<file path="src/rtl/instruction_fetch.sv">
// Program-sequencing front end: program counter, instruction register and a
// circular return stack feeding the instruction decoder.
module instruction_fetch #(
    parameter int          STACK_DEPTH  = 8,
    parameter logic [12:0] RESET_VECTOR = 13'h0000
) (
    input  logic        clk,
    input  logic        rst,
    input  logic        instr_rd_en,
    input  logic        instr_flush,
    input  logic        pc_incr_en,
    input  logic        pc_j_en,
    input  logic        pc_call_en,
    input  logic        pc_ret_en,
    input  logic [4:0]  pclath,
    output logic [12:0] prog_addr,
    input  logic [13:0] prog_data,
    output logic [13:0] instr_current,
    output logic [12:0] pc,
    output logic        stack_overflow,
    output logic        stack_underflow
);

    localparam int               SP_W     = $clog2(STACK_DEPTH);
    localparam int               CNT_W    = $clog2(STACK_DEPTH + 1);
    localparam logic [CNT_W-1:0] CNT_FULL = CNT_W'(STACK_DEPTH);

    logic [12:0]      stack_mem [STACK_DEPTH];
    logic [SP_W-1:0]  sp;
    logic [SP_W-1:0]  sp_dec;
    logic [CNT_W-1:0] count;
    logic [12:0]      jump_target;
    logic             do_push;
    logic             unused_pclath;

    // Only the page bits of PCLATH take part in jump targets.
    assign unused_pclath = ^pclath[2:0];

    // Target uses the IR contents present in the strobe cycle.
    assign jump_target = {pclath[4:3], instr_current[10:0]};
    assign sp_dec      = sp - 1'b1;
    assign prog_addr   = pc;

    // A return outranks a call, and reset suppresses any stack write.
    assign do_push = !rst && !pc_ret_en && pc_call_en;

    // PC sequencing, stack pointer, occupancy count and sticky error flags.
    always_ff @(posedge clk) begin
        if (rst) begin
            pc              <= RESET_VECTOR;
            sp              <= '0;
            count           <= '0;
            stack_overflow  <= 1'b0;
            stack_underflow <= 1'b0;
        end else if (pc_ret_en) begin
            pc <= stack_mem[sp_dec];
            sp <= sp_dec;
            if (count == '0) begin
                stack_underflow <= 1'b1;
            end else begin
                count <= count - 1'b1;
            end
        end else if (pc_call_en) begin
            pc <= jump_target;
            sp <= sp + 1'b1;
            if (count == CNT_FULL) begin
                stack_overflow <= 1'b1;
            end else begin
                count <= count + 1'b1;
            end
        end else if (pc_j_en) begin
            pc <= jump_target;
        end else if (pc_incr_en) begin
            pc <= pc + 13'd1;
        end
    end

    // Return-stack storage; pushes the pre-edge PC, which is already the return address.
    always_ff @(posedge clk) begin
        if (do_push) begin
            stack_mem[sp] <= pc;
        end
    end

    // Instruction register: flush inserts a NOP, otherwise load the word at the old PC.
    always_ff @(posedge clk) begin
        if (rst || instr_flush) begin
            instr_current <= 14'h0000;
        end else if (instr_rd_en) begin
            instr_current <= prog_data;
        end
    end

endmodule

</file>
<file path="config.mk">
export PLATFORM = sky130hd
export DESIGN_NAME = instruction_fetch
export DESIGN_NICKNAME = d
export VERILOG_FILES = /design/src/rtl/instruction_fetch.sv
export SDC_FILE = /design/constraint.sdc
export NUM_CORES = 1
export LEC_CHECK = 0
export CAP_MARGIN = 40
export CORE_ASPECT_RATIO = 1.75
export CORE_MARGIN = 2
export CORE_UTILIZATION = 52
export CTS_BUF_LIST = sky130_fd_sc_hd__clkbuf_2 sky130_fd_sc_hd__clkbuf_4 sky130_fd_sc_hd__clkbuf_8
export DETAILED_ROUTE_END_ITERATION = 10
export PLACE_DENSITY_LB_ADDON = 0.08
export SYNTH_ARGS = -nofsm -noshare
export SYNTH_HDL_FRONTEND = slang
export SYNTH_SLANG_ARGS = --single-unit
</file>
<file path="constraint.sdc">
create_clock -name clk -period 2.58 [get_ports clk]
set_input_delay 0.516 -clock clk [delete_from_list [all_inputs] [get_ports clk]]
set_output_delay 0.516 -clock clk [all_outputs]
set_load 0.1 [all_outputs]
</file>
==> run summary <==
status = finished clean
share of post-route cells with drive strength above 1 = 30.6%
syn nets = 433
Top Family by Delay on Critical Path = compound AO/OA/AOI/OAI gates
global-route wire length before repair = 20.9 mm
mapped cell area = 5960 µm²
Seq cells post-synth = 140
Setup TNS = 0 ps
Cell variety after synth = 48
Critical Path AT = 2650 ps
core footprint = 11200 µm²
Slew Viols, Final = 0
FF-to-FF End = pc[5]$_SDFFE_PP0P_
DRT Pass-1 Iters = 4
crit share post-route = 89.9%
skew final = 11.6 ps
Simple-Gate Fraction of Synth Area = 7.82%
main combinational cell family by area after synthesis = multiplexers
worst r2r path cells = 8
wirelength, routed = 13.5 mm
Worst Tran Pin Value = 522 ps
GRT Resource Usage Total = 22.9%
GR peak layer = met2
num rows = 51
clock slew at the register clock pins of the worst setup and hold paths = 90 ps
HP Start = stack_underflow$_SDFFE_PP0P_
Sw Share = 33.6%
routed via count = 3640
DP Area = 6800 µm²
Period minus WS final = 2320 ps
R2R setup slack = 260 ps
CP max stage cell = dfxtp_1
met1 global-route usage = 26.9%
Crit. End Element = flip-flop
worst-case clock buffer depth = 2
adder-cell share of the synthesized area = 1.38%
diode count = 0
cts repair resizes = 0
Flop pwr share = 45.6%
RSZ-0062 raised after global routing = no
critical-path maximum fanout = 15
die height = 146 µm
Port Buf Inserts = 65
chip width = 85.0 µm
number of global-route vias before repair = 3701
Worst-Skew Late Latency = 440 ps
final count of negative-setup-slack endpoints = 0
Leak = 2.64 nW
per-cell routed wire length = 21.3 µm
cts bufs inserted = 17
clock sinks = 140
CTS tree = yes
Hold Violations, Final = 0
num ports = 69
GP Congestion = 0.831
die area = 12400 µm²
mux share of post-synthesis cell area = 14.4%
Root Buffer = clkbuf_8
Post-synth EDFFs = 104
PD cells = 796 nW/µm²
Startpoint Class = flip-flop
async set or reset register ratio after synthesis = 0%
power share of the clock group = 30.3%
post-synthesis xor/xnor area fraction = 2.18%
Detail Route Antenna Nets = 0
Max Freq = 431 MHz
CP bufs+invs = 2
CP cell instances = inv_1 > ha_1 > buf_4 > mux4_2 > nor3_1 > o21ai_0 > a31oi_1 > a2111oi_0
compound-cell area share of the yosys netlist = 5.75%
DRC viols = 0
initial antenna violation count = 0
Hold Path Class = reg2reg
CTS H-tree depth = 4
cell area after layout = 7180 µm²
combinational share of power = 24.1%
Avg Vias per Cell = 5.73
Gate Count Post-Synth = 400
GRT overflow = 0
CP Class = reg2reg
Primary FF master, synth = edfxtp_1
Slew headroom = 65.1%
CTS Hold Bufs = 0
crit-path max cell delay = 470 ps
Hold Path Stages = 2
CP required = 2910 ps
average cell area after synthesis = 14.9 µm²
internal power = 3.80 mW
Initial DRC Count = 321
Peak supply drop = 0.000563 V
post-synthesis sequential area ratio = 64.4%
YS warnings = 0
Layout area overhead = 20.5%
Initial Util = 53.4%
hold path endpoint = stack_underflow$_SDFFE_PP0P_
r2r startpoint = sp[1]$_SDFFE_PP0P_
total of max-cap violations = 0
Final #Nets = 523
# Post-CTS Setup Buffers = 0
NetSw = 1.92 mW
largest net degree at the start of global routing = 25
grt met2 use = 40.8%
DPL Wire Length = 9.47 mm
GRT met3 Usage = 4.54%
-- final cells by class --
cell class                      count  area, µm²
Clock buffer                       17        234
Clock inverter                     15        154
Fill cell                         855       3980
Inverter                            6       22.5
Multi-Input combinational cell    218       1890
Sequential cell                   140       3840
Tap cell                          132        165
Timing Repair Buffer              107        873
-- metal layers --
layer | wire length (µm) | vias up | part of all wire [%]
li1 | - | 1692 | -
met3 | 443 | 14 | 3.3
met5 | 0 | - | 0
met2 | 7680 | 77 | 57
met1 | 5180 | 1857 | 38
met4 | 218 | 0 | 1.6
-- Yosys cell counts (2+ instances only) --
| library cell | n | share of area (%) |
|---|---|---|
| edfxtp_1 | 104 | 52 |
| nor2_1 | 43 | 2.7 |
| dfxtp_1 | 36 | 12 |
| mux4_2 | 26 | 9.8 |
| mux2i_1 | 25 | 4.2 |
| nand2_1 | 19 | 1.2 |
| buf_4 | 14 | 1.8 |
| a211oi_1 | 11 | 1.4 |
| clkbuf_1 | 11 | 0.69 |
| o21ai_0 | 9 | 0.76 |
| xnor2_1 | 9 | 1.3 |
| buf_2 | 6 | 0.50 |
| inv_1 | 6 | 0.38 |
| nor3_1 | 6 | 0.50 |
| a2111oi_0 | 5 | 0.73 |
| and3_1 | 5 | 0.52 |
| ha_1 | 5 | 1.0 |
| a21oi_1 | 4 | 0.34 |
| a31oi_1 | 4 | 0.42 |
| nand3_1 | 4 | 0.34 |
| nand4_1 | 4 | 0.42 |
| xor2_1 | 4 | 0.59 |
| and2_1 | 3 | 0.31 |
| buf_6 | 3 | 0.57 |
| o22ai_1 | 3 | 0.31 |
| or3_1 | 3 | 0.31 |
| and4_1 | 2 | 0.29 |
| buf_1 | 2 | 0.13 |
| mux2_2 | 2 | 0.38 |
| nor2b_1 | 2 | 0.21 |
| o21bai_1 | 2 | 0.25 |
| or2_2 | 2 | 0.21 |
-- state kept, by name (all words and copies together), names as in the netlist --
signal	cells
stack_mem	104
count	4
stack_underflow	1
stack_overflow	1
sp	3
pc	13
instr_current	14
-- power groups by stage --
stage	logic (mW)	clock network, mW	registers (mW)
floorplan	0.758	0	2.94
global placement	1.37	0	2.66
detailed placement	1.39	0	2.66
CTS	1.39	1.76	2.61
global route	1.46	1.86	2.62
finish	1.38	1.73	2.61
-- worst max path at each step --
stage / endpoint / start / cells past startpoint / slack, ps
after CTS: pc[5]$_SDFFE_PP0P_ / sp[1]$_SDFFE_PP0P_ / 8 / 260
after floorplan: pc[12]$_SDFFE_PP0P_ / pc[2]$_SDFFE_PP0P_ / 6 / 60
after detailed placement: stack_mem[1][9]$_DFFE_PP_ / pc_call_en / 6 / 90
after global routing: pc[5]$_SDFFE_PP0P_ / sp[1]$_SDFFE_PP0P_ / 8 / 100
final: pc[5]$_SDFFE_PP0P_ / sp[1]$_SDFFE_PP0P_ / 8 / 260
after global placement: stack_mem[1][9]$_DFFE_PP_ / pc_call_en / 6 / 60
-- worst register-to-register path, stage by stage, from the launching register on --
cell	delay [ps]
dfxtp_1	470
inv_1	140
ha_1	350
buf_4	280
mux4_2	290
nor3_1	60
o21ai_0	180
a31oi_1	110
a2111oi_0	340
-- cells by family after synthesis --
kind of cell / Yosys count
compound gates: 47
simple gates: 98
buf+inv: 42
xor+xnor: 14
flops: 140
fa+ha+maj: 6
mux: 53
-- through the flow --
stage                     std cells  setup slack (ps)  hold slack, ps  total power [mW]  utilization, %
final                           635               260             498              5.72            64.3
after global placement          603              63.4             466              4.03            60.9
after CTS                       635               256             499              5.76            64.3
after floorplan                 400              57.9             482              3.70               -
after global routing            635              96.7             526              5.94            64.3
after detailed placement        603              85.3             467              4.05            60.9
-- layout by cell type (no fill, tap or decap), types with 5 or more instances in the layout --
| cell type | Yosys | layout |
|---|---|---|
| o21ai_0 | 9 | 9 |
| nor2_1 | 43 | 43 |
| mux4_2 | 26 | 26 |
| buf_4 | 14 | 83 |
| inv_1 | 6 | 6 |
| nand2_1 | 19 | 19 |
| ha_1 | 5 | 5 |
| and3_1 | 5 | 5 |
| a2111oi_0 | 5 | 5 |
| xnor2_1 | 9 | 9 |
| clkbuf_8 | 0 | 17 |
| inv_6 | 0 | 5 |
| dfxtp_1 | 36 | 35 |
| edfxtp_1 | 104 | 104 |
| mux2i_1 | 25 | 25 |
| a211oi_1 | 11 | 11 |
| clkdlybuf4s50_1 | 0 | 23 |
Note: power is estimated with default switching activity, not from simulation.
